<file path="src/rtl/adc_pkg.sv">
// Shared constants, FSM state type and LTC2308 config-word helper for the adc_scan slice.
package adc_pkg;
  localparam int ADC_RES    = 12;
  localparam int ADC_WORD_W = 32;

  typedef enum logic [1:0] {IDLE, CONV, SHIFT, COMMIT} adc_state_e;

  // LTC2308 DIN word: single-ended, odd/sign + select bits, unipolar, no sleep
  function automatic logic [5:0] adc_cfg_word(input logic [2:0] ch);
    return {1'b1, ch[0], ch[2], ch[1], 1'b1, 1'b0};
  endfunction
endpackage

</file>
<file path="src/rtl/adc_scan_if.sv">
// Result bus from adc_scan to the register slave: packed channel words plus update strobes.
interface adc_scan_if #(parameter int NUM_CH = 8);
  import adc_pkg::*;
  logic [NUM_CH*ADC_WORD_W-1:0] adc_channels;
  logic                         sample_valid;
  logic [2:0]                   sample_ch;
  logic                         scan_done;

  modport master (output adc_channels, sample_valid, sample_ch, scan_done);
  modport slave  (input  adc_channels, sample_valid, sample_ch, scan_done);
endinterface

</file>
<file path="src/rtl/adc_spi_frame.sv">
// One LTC2308 SPI frame: 12 SCK periods, SDI shifted out MSB first, SDO captured on SCK rise.
module adc_spi_frame import adc_pkg::*; #(
  parameter int CLK_DIV = 2
) (
  input  logic               sys_clk,
  input  logic               reset_n,
  input  logic               start,
  input  logic [5:0]         cfg,
  output logic               done,
  output logic [ADC_RES-1:0] rx_data,
  output logic               sck,
  output logic               sdi,
  input  logic               sdo
);
  localparam int DW = $clog2(CLK_DIV + 1);

  logic               busy;
  logic [DW-1:0]      div_cnt;
  logic [3:0]         bit_cnt;
  logic [ADC_RES-1:0] tx_sr;
  logic               tick;

  assign tick = busy && (div_cnt == DW'(CLK_DIV - 1));
  // Combinational so the caller leaves SHIFT on the same edge as the final SCK fall
  assign done = tick && sck && (bit_cnt == 4'd11);

  always_ff @(posedge sys_clk or negedge reset_n) begin
    if (!reset_n) begin
      busy    <= 1'b0;
      div_cnt <= '0;
      bit_cnt <= '0;
      tx_sr   <= '0;
      rx_data <= '0;
      sck     <= 1'b0;
      sdi     <= 1'b0;
    end else if (start) begin
      busy    <= 1'b1;
      div_cnt <= '0;
      bit_cnt <= '0;
      sck     <= 1'b0;
      tx_sr   <= {cfg, 6'b0};
      sdi     <= cfg[5];
    end else if (busy) begin
      div_cnt <= tick ? '0 : div_cnt + 1'b1;
      if (tick) begin
        sck <= ~sck;
        if (!sck) begin
          rx_data <= {rx_data[ADC_RES-2:0], sdo};
        end else begin
          // SDI only moves on the falling edge; the padding drives it back to 0 at the end
          tx_sr   <= {tx_sr[ADC_RES-2:0], 1'b0};
          sdi     <= tx_sr[ADC_RES-2];
          bit_cnt <= bit_cnt + 4'd1;
          if (bit_cnt == 4'd11) busy <= 1'b0;
        end
      end
    end
  end
endmodule

</file>
<file path="src/rtl/adc_scan.sv">
// LTC2308 round-robin scanner: CONVST timing, pipelined channel bookkeeping, result words.
// Optional per-channel averaging is built when ADC_SCAN_AVG_EN is defined.
module adc_scan import adc_pkg::*; #(
  parameter int NUM_CH      = 8,
  parameter int CLK_DIV     = 2,
  parameter int CONV_CYCLES = 80,
  parameter int AVG_LOG2    = 2
) (
  input  logic       sys_clk,
  input  logic       reset_n,
  input  logic       enable,
  adc_scan_if.master res,
  output logic       ADC_CONVST,
  output logic       ADC_SCK,
  output logic       ADC_SDI,
  input  logic       ADC_SDO
);
  localparam int CHW = (NUM_CH > 1) ? $clog2(NUM_CH) : 1;
  localparam int CW  = $clog2(CONV_CYCLES);

  if (NUM_CH < 1 || NUM_CH > 8 || CLK_DIV < 1 || CONV_CYCLES < 2 ||
      AVG_LOG2 < 0 || AVG_LOG2 > 4) begin : g_param_chk
    $error("adc_scan: parameter out of range");
  end

  adc_state_e               state, state_nx;
  logic [CW-1:0]            conv_cnt;
  logic                     prime;
  logic [CHW-1:0]           c_send, c_rx;
  logic                     spi_start, spi_done;
  logic [ADC_RES-1:0]       rx_data;
  logic                     deliver, wr_en;
  logic [ADC_RES-1:0]       wr_data;
  logic [NUM_CH-1:0][ADC_RES-1:0] words;
  logic                     sv_q, sd_q;
  logic [2:0]               sch_q;

  always_comb begin
    state_nx  = state;
    spi_start = 1'b0;
    case (state)
      IDLE:   if (enable) state_nx = CONV;
      CONV:   if (conv_cnt == CW'(CONV_CYCLES - 1)) begin
                state_nx  = SHIFT;
                spi_start = 1'b1;
              end
      SHIFT:  if (spi_done) state_nx = COMMIT;
      COMMIT: state_nx = enable ? CONV : IDLE;
      default: state_nx = IDLE;
    endcase
  end

  always_ff @(posedge sys_clk or negedge reset_n) begin
    if (!reset_n) begin
      state    <= IDLE;
      conv_cnt <= '0;
      prime    <= 1'b0;
      c_send   <= '0;
      c_rx     <= '0;
    end else begin
      state    <= state_nx;
      conv_cnt <= (state == CONV) ? conv_cnt + 1'b1 : '0;
      if (state == IDLE && enable) prime <= 1'b1;
      // Each frame returns the conversion configured by the frame before it
      if (state == COMMIT) begin
        prime  <= 1'b0;
        c_rx   <= c_send;
        c_send <= (c_send == CHW'(NUM_CH - 1)) ? '0 : c_send + 1'b1;
      end
    end
  end

  adc_spi_frame #(.CLK_DIV(CLK_DIV)) u_spi (
    .sys_clk (sys_clk),
    .reset_n (reset_n),
    .start   (spi_start),
    .cfg     (adc_cfg_word(3'(c_send))),
    .done    (spi_done),
    .rx_data (rx_data),
    .sck     (ADC_SCK),
    .sdi     (ADC_SDI),
    .sdo     (ADC_SDO)
  );

  assign ADC_CONVST = (state == CONV);
  assign deliver    = (state == COMMIT) && !prime;

`ifdef ADC_SCAN_AVG_EN
  localparam int AW = ADC_RES + AVG_LOG2;
  localparam int NW = (AVG_LOG2 > 0) ? AVG_LOG2 : 1;

  logic [NUM_CH-1:0][AW-1:0] acc;
  logic [NUM_CH-1:0][NW-1:0] cnt;
  logic [AW-1:0]             sum;

  assign sum     = acc[c_rx] + AW'(rx_data);
  assign wr_en   = deliver && (cnt[c_rx] == NW'((1 << AVG_LOG2) - 1));
  assign wr_data = ADC_RES'(sum >> AVG_LOG2);

  always_ff @(posedge sys_clk or negedge reset_n) begin
    if (!reset_n) begin
      acc <= '0;
      cnt <= '0;
    end else if (state == IDLE && enable) begin
      // A restart never mixes samples from before the pause into a new average
      acc <= '0;
      cnt <= '0;
    end else if (deliver) begin
      acc[c_rx] <= wr_en ? '0 : sum;
      cnt[c_rx] <= wr_en ? '0 : cnt[c_rx] + 1'b1;
    end
  end
`else
  assign wr_en   = deliver;
  assign wr_data = rx_data;
`endif

  always_ff @(posedge sys_clk or negedge reset_n) begin
    if (!reset_n) begin
      words <= '0;
      sv_q  <= 1'b0;
      sd_q  <= 1'b0;
      sch_q <= '0;
    end else begin
      sv_q <= wr_en;
      sd_q <= wr_en && (c_rx == CHW'(NUM_CH - 1));
      if (wr_en) begin
        words[c_rx] <= wr_data;
        sch_q       <= 3'(c_rx);
      end
    end
  end

  for (genvar i = 0; i < NUM_CH; i++) begin : g_ch
    assign res.adc_channels[i*ADC_WORD_W +: ADC_WORD_W] =
      {{(ADC_WORD_W - ADC_RES){1'b0}}, words[i]};
  end

  assign res.sample_valid = sv_q;
  assign res.sample_ch    = sch_q;
  assign res.scan_done    = sd_q;
endmodule

</file>
<file path="src/flat_wrapper.sv">
// flat-port wrapper written by rule: the top's interface ports become plain ports
module adc_scan_flat import adc_pkg::*;
#(
  parameter int NUM_CH      = 8,
  parameter int CLK_DIV     = 2,
  parameter int CONV_CYCLES = 80,
  parameter int AVG_LOG2    = 2
)
  (sys_clk, reset_n, enable, ADC_CONVST, ADC_SCK, ADC_SDI, ADC_SDO, res_adc_channels, res_sample_valid, res_sample_ch, res_scan_done);
  adc_scan_if #(.NUM_CH(NUM_CH)) res_i ();
  input  logic sys_clk;
  input  logic reset_n;
  input  logic enable;
  output logic ADC_CONVST;
  output logic ADC_SCK;
  output logic ADC_SDI;
  input  logic ADC_SDO;
  output wire logic [$bits(res_i.adc_channels)-1:0] res_adc_channels;
  output wire logic [$bits(res_i.sample_valid)-1:0] res_sample_valid;
  output wire logic [$bits(res_i.sample_ch)-1:0] res_sample_ch;
  output wire logic [$bits(res_i.scan_done)-1:0] res_scan_done;
  assign res_adc_channels = res_i.adc_channels;
  assign res_sample_valid = res_i.sample_valid;
  assign res_sample_ch = res_i.sample_ch;
  assign res_scan_done = res_i.scan_done;
  adc_scan #(.NUM_CH(NUM_CH), .CLK_DIV(CLK_DIV), .CONV_CYCLES(CONV_CYCLES), .AVG_LOG2(AVG_LOG2)) u_core (.sys_clk(sys_clk), .reset_n(reset_n), .enable(enable), .res(res_i), .ADC_CONVST(ADC_CONVST), .ADC_SCK(ADC_SCK), .ADC_SDI(ADC_SDI), .ADC_SDO(ADC_SDO));
endmodule
</file>
<file path="config.mk">
export PLATFORM = sky130hd
export DESIGN_NAME = adc_scan_flat
export DESIGN_NICKNAME = d
export VERILOG_FILES = /design/src/rtl/adc_pkg.sv /design/src/rtl/adc_scan_if.sv /design/src/rtl/adc_spi_frame.sv /design/src/rtl/adc_scan.sv /design/src/flat_wrapper.sv
export SDC_FILE = /design/constraint.sdc
export NUM_CORES = 1
export LEC_CHECK = 0
export CAP_MARGIN = 20
export CORE_UTILIZATION = 40
export CTS_CLUSTER_SIZE = 30
export DETAILED_ROUTE_END_ITERATION = 10
export GPL_TIMING_DRIVEN = 0
export HOLD_SLACK_MARGIN = 0.02
export PLACE_DENSITY_LB_ADDON = 0.08
export SETUP_SLACK_MARGIN = 0.1
export SYNTH_ARGS = -nofsm -noshare
export SYNTH_HDL_FRONTEND = slang
export SYNTH_SLANG_ARGS = --single-unit
</file>
<file path="constraint.sdc">
create_clock -name sys_clk -period 1.7 [get_ports sys_clk]
set_clock_uncertainty 0.05 [all_clocks]
set_input_delay 0.34 -clock sys_clk [delete_from_list [all_inputs] [get_ports sys_clk]]
set_output_delay 0.34 -clock sys_clk [all_outputs]
set_load 0.03 [all_outputs]
</file>
Word level (Yosys, flattened, before mapping)
Index checks and enable logic that the tools add are counted.
{"block": "word_totals", "input_bits": 4, "register_bits": 149, "word_cells": 96}
{"block": "classes", "n_mux": 37, "n_eq_ne": 11, "n_reduce_logical": 17, "n_addsub": 4, "magnitude_cmp": 2, "n_bitwise": 2}
{"op": "96-bit bitwise mux", "count": 1}
{"op": "11-bit 2-to-1 mux", "count": 4}
{"op": "12-bit demux with 3-bit select", "count": 1}
{"op": "1-bit 2-to-1 mux", "count": 17}
{"op": "4-bit 2-to-1 mux", "count": 4}
{"op": "12-bit 2-to-1 mux", "count": 1}
{"op": "2-bit 2-to-1 mux", "count": 6}
{"op": "2-bit one-hot mux with 4 select lines", "count": 1}
{"op": "2-bit nonzero test", "count": 4}
{"op": "7-bit by 1-bit adder with 7-bit output, second input constant", "count": 1}
{"op": "7-bit == test, second input constant", "count": 1}
{"op": "1-bit logical AND", "count": 7}
{"op": "7-bit 2-to-1 mux", "count": 1}
{"op": "3-bit == test, second input constant", "count": 2}
{"op": "3-bit AND reduction", "count": 2}
{"op": "4-bit by 1-bit adder with 4-bit output, second input constant", "count": 1}
{"op": "2-bit by 1-bit == test with 1-bit output, second input constant", "count": 2}
{"op": "2-bit == test, second input constant", "count": 2}
{"op": "4-bit == test, second input constant", "count": 1}
{"op": "3-bit by 4-bit < comparator with 1-bit output, second input constant", "count": 1}
{"op": "2-bit by 1-bit != test with 1-bit output, second input constant", "count": 2}
{"op": "4-bit AND reduction", "count": 1}
{"op": "3-bit by 1-bit adder with 3-bit output, second input constant", "count": 1}
{"op": "3-bit by 1-bit >= comparator with 1-bit output, second input constant", "count": 1}
{"op": "other kinds (7)", "count": 8}

Longest topological paths before layout
{"block": "depth", "ltp_word": 6, "depth_mapped": 8}

By module
Synthesis repeated with hierarchy kept, for this count alone.
{"block": "hier_totals", "cells_unflattened": 540, "hier_area_um2": 6914.1}
{"module": "adc_scan", "cells_per_inst": 454, "seq_area_each_um2": 2927.8, "area_per_inst_um2": 5784.3, "instances": 1}
{"module": "adc_spi_frame", "cells_per_inst": 86, "seq_area_each_um2": 650.6, "area_per_inst_um2": 1129.8, "instances": 1}

Worst setup path before layout
Ideal clock, no wire load.
{"block": "synth_timing", "kind": "register -> register", "start": "register u_core.state[1]", "end": "register u_core.u_spi.rx_data[10]", "t_arrival_ns": 2.033, "n_path_buf": 1, "stages_incl_launch_ff": 8, "period_less_slack_ns": 2.208, "setup_slack_ns": -0.508, "cell_sequence": "dfrtp_1 -> inv_1 -> ha_1 -> inv_1 -> nor4_4 -> nor3_2 -> buf_6 -> mux2_4"}
{"block": "synth_via", "elab_chain_len": 4}
{"item": "start: declaration", "line": "adc_scan.sv:26", "rtl": "adc_state_e state, state_nx;"}
{"item": "start signal: assignment", "line": "adc_scan.sv:61", "rtl": "state <= state_nx;"}
{"item": "2-bit by 1-bit == test with 1-bit output"}
{"item": "net ADC_CONVST", "line": "flat_wrapper.sv:14", "rtl": "output logic ADC_CONVST;"}
{"item": "1-bit 2-to-1 mux", "line": "adc_scan.sv:41", "rtl": "case (state)"}
{"item": "1-bit NOT (no source line)"}
{"item": "4-bit AND reduction (no source line)"}
{"item": "end signal: assignment", "line": "adc_spi_frame.sv:48", "rtl": "rx_data <= {rx_data[ADC_RES-2:0], sdo};"}
{"item": "end: declaration", "line": "adc_spi_frame.sv:10", "rtl": "output logic [ADC_RES-1:0] rx_data,"}
The timed path passes the listed nets, and every way through them passes these cells.
A chain may end at the register's enable or synchronous reset.

Final worst setup path
{"block": "layout_timing", "start": "register u_core.state[1]", "end": "register u_core.words (netlist bit u_core.res.adc_channels[166])"}
{"block": "layout_via", "elab_chain_len": 2}
{"item": "2-bit == test", "line": "adc_scan.sv:86", "rtl": "assign deliver = (state == COMMIT) && !prime;"}
{"item": "1-bit logical AND", "line": "adc_scan.sv:86"}
{"item": "net u_core.deliver", "line": "adc_scan.sv:32", "rtl": "logic deliver, wr_en;"}
{"item": "end signal: indexed assignment", "line": "adc_scan.sv:128", "rtl": "words[c_rx] <= wr_data;"}
{"item": "end: declaration", "line": "adc_scan.sv:34", "rtl": "logic [NUM_CH-1:0][ADC_RES-1:0] words;"}
The timed path passes the listed nets, and every way through them passes these cells.

==> out/results.tsv <==
metric	value	unit
result of the run	finished, violations left	
failing checks	negative setup slack	
endpoints failing setup	107	
maxcap violations	0	
max-slew violations	0	
total number of placement rows	47	
die boundary width	133	um
number of nets with antenna violations after routing	0	
distinct cell type count of the synthesized netlist	38	
achievable frequency	0.536	GHz
cell mode on critical path	buf_6	
critical path class	reg -> reg	
critical-path cell with the highest stage delay	dfrtp_1	
switching share of power	0.250	
clock network power share	0.467	
switching power	1980	uW
sort of element at the start of the critical path	flip-flop	
leakage power figure	0.00566	uW
sequential cell area	0.00356	mm2
gate count after technology mapping	542	
number of sinks on the clock net	142	
fraction of final layout cells with drive strength greater than 1	0.478	
overall power	7920	uW
post-detailed-route wirelength per cell	14.4	um
worst-skew pair later-pin latency	0.42	ns
clk buf depth	2	
post-synthesis sequential area ratio	0.517	
transition time of the tightest slew-check pin	0.612	ns
worst relative slew slack	0.592	
number of enable-type register cells in the synthesized netlist	0	
Int Power	5950	uW
relative contribution of sequential cells to total power	0.427	
fraction of synthesized cell area taken by the top area cell type	0.517	
combined buffer and inverter count along the critical path	3	
antenna violations before repair	0	
Clock H-tree levels	4	
area of the mapped netlist	0.00687	mm2
via/cell ratio	4.07	
setup slack of the critical path after layout	-0.166	ns
ant diodes	0	
Syn Area/Cell	12.7	um2
CTS tree	built	
minimum clock period after layout	1.87	ns
Iter 0 DRT Violations	127	
Area growth syn-to-layout	51.0	%
predominant post-synthesis flop cell	dfrtp_1	
maximum number of pins on one net before global-route repair	84	
fraction of the cycle the final worst path needs	1.10	
GRT Resource Usage Total	0.182	
total grt overflow	0	
first-pass GRT wire length	24.4	mm
Async S/R FF share, synth	1.00	
Placed Instance Area	0.00893	mm2
floorplan core area	0.0167	mm2
clock-pin slew of the registers on the worst-case setup and hold paths	0.06	ns
Area contributors post-synth	dfrtp_1 52%, buf_4 18%, mux2_2 17%	
largest driver fanout on the critical path	10	
number of remaining DRC errors	0	
TritonCTS Buffers	17	
Worst Path Required	1.95	ns
number of fill cells	1375	
combined area of the multi-input logic cells	0.00307	mm2
IR Drop Worst-Case VDD	0.737	mV
Non-Filler Cell Area, Final	0.0104	mm2
filler-free cell count of the finished design	1103	
floorplan die area	0.0177	mm2
Routability Congestion	0.732	
cell area power density	764	mW/mm2
total wirelength of the detailed-routed design	15.8	mm
final hold vios	0	
class of the worst hold path	in -> async	
number of flip-flops and latches in the synthesized netlist	142	
capturing element type of the critical path	flip-flop	
Clock Tree Root	clkbuf_16	
dominant delay contributor by cell family on the critical path	buffers and inverters	
logic gate share of total power	0.107	
final-stage net count	884	
effective utilization at floorplan	0.411	
total I/O pin count	268	
DP HPWL	10.4	mm
number of warning messages in the yosys log	0	
placed cell count	1029	
data arrival time of the critical path	2.12	ns
vias in the first global route	4400	
setup repair after global routing missed its margin	yes	
count of input and output buffers	107	
worst stage delay on the critical path	0.38	ns
cell accounting for the most synthesized area	dfrtp_1	
first-pass detailed-route iteration total	4	
cells along the critical path	ha_2, buf_6, nand2b_4, inv_4, nand2_8, nor3b_4, buf_6, mux2_2	
die span in y	133	um
DR vias	4486	
[cells by family (layout without fill, tap and decap cells)]
| logic type | count (synthesis) | after routing | synth area share |
|---|---|---|---|
| DFF | 142 | 142 | 0.517 |
| adders and majority gates | 9 | 9 | 0.0164 |
| AOI/OAI and AO/OA | 16 | 16 | 0.0153 |
| other | 1 | 160 | 0.000546 |
| and+or+nand+nor | 58 | 58 | 0.0457 |
| muxes | 119 | 119 | 0.200 |
| buffers and inverters | 189 | 371 | 0.195 |
| xor gates and xnor gates | 8 | 8 | 0.0102 |
[synthesized netlist by cell type, types with 5 or more instances]
cell type,number
ha_1,9
mux2_4,10
nand2_1,18
buf_2,5
o21ai_0,5
mux2_2,105
nor2_1,18
dfrtp_1,142
inv_1,5
buf_4,164
buf_1,12
[worst register-to-register path: stages (launching register included)]
cell	delay, ns
dfrtp_1	0.38
ha_2	0.19
buf_6	0.11
nand2b_4	0.07
inv_4	0.08
nand2_8	0.07
nor3b_4	0.24
buf_6	0.21
mux2_2	0.36
[layout by cell type (no fill, tap or decap), drive strengths merged, types with 7 or more instances in the layout]
cell type / count
buf: 224
clkbuf: 40
clkdlybuf4s15: 65
clkinvlp: 7
conb: 160
dfrtp: 142
dlygate4sd2: 24
ha: 9
mux2: 115
nand2: 18
nor2: 18
[cell type report]
| class | count | area share |
|---|---|---|
| flip-flops and latches | 142 | 0.343 |
| multi-input cells | 370 | 0.296 |
| repair buffers | 151 | 0.140 |
| plain buffers | 183 | 0.135 |
| clock buffers | 22 | 0.0467 |
| well taps | 220 | 0.0265 |
| clock inverters | 9 | 0.0106 |
| inverters | 6 | 0.00350 |
[state kept, by name, indices dropped and copies added, names as in the netlist]
| signal | cells |
|---|---|
| u_core.c_rx | 3 |
| u_core.c_send | 3 |
| u_core.conv_cnt | 7 |
| u_core.prime | 1 |
| u_core.res.adc_channels | 96 |
| u_core.res.sample_ch | 3 |
| u_core.res.sample_valid | 1 |
| u_core.res.scan_done | 1 |
| u_core.state | 2 |
| u_core.u_spi.bit_cnt | 4 |
| u_core.u_spi.busy | 1 |
| u_core.u_spi.div_cnt | 2 |
| u_core.u_spi.rx_data | 12 |
| u_core.u_spi.sck | 1 |
| u_core.u_spi.sdi | 1 |
| u_core.u_spi.tx_sr | 4 |
[per-stage QoR]
step | setup slack (ns) | TNS (ns) | hold WS, ns | util
after floorplan | -0.123 | -5.16 | -0.00559 | -
after global placement | -5.74 | -762.83 | 0.388 | 0.533
after detailed placement | -0.459 | -26.87 | 0.303 | 0.534
after CTS | -0.178 | -9.77 | 0.405 | 0.593
after global routing | -0.221 | -14.62 | 0.462 | 0.621
final | -0.166 | -9.84 | 0.421 | 0.621
[power by group through the flow]
stage / clock network, uW / logic (uW) / registers, uW
2_1_floorplan: 0 / 744 / 3440
3_3_place_gp: 0 / 816 / 3440
3_5_place_dp: 0 / 827 / 3440
4_1_cts: 3770 / 829 / 3380
5_1_grt: 3910 / 898 / 3380
6_report: 3700 / 846 / 3380
[routing by layer]
metal,global-route usage,share of wire,wire (um)
met4,0.0670,0.012,188
met2,0.299,0.50,7930
met5,0,0,0
met1,0.233,0.43,6880
met3,0.0425,0.053,840
[final timing paths]
check                      slack, ns                      endpoint  cells after the start                  start
setup / recovery               -0.17  u_core.res.adc_channels[166]                      8        u_core.state[1]
hold / removal                  0.42  u_core.res.adc_channels[134]                      2                reset_n
max in group asynchronous       0.35                u_core.c_rx[0]                      3                reset_n
setup reg to reg               -0.17  u_core.res.adc_channels[166]                      8        u_core.state[1]
min in group sys_clk            0.43         u_core.u_spi.tx_sr[7]                      1  u_core.u_spi.tx_sr[7]
hold reg to reg                 0.43         u_core.u_spi.tx_sr[7]                      1  u_core.u_spi.tx_sr[7]
[timing repair]
item / in CTS / in global routing
endpoints found under the setup margin: 225 / 190
gates resized for setup: 208 / 146
setup buffers: 22 / 17
pin swaps: 11 / 11
hold buffers: 1 / 0
endpoints found under the hold margin: 59 / 0
cloned: 4 / 3
Note: power is estimated with default switching activity, not from simulation.
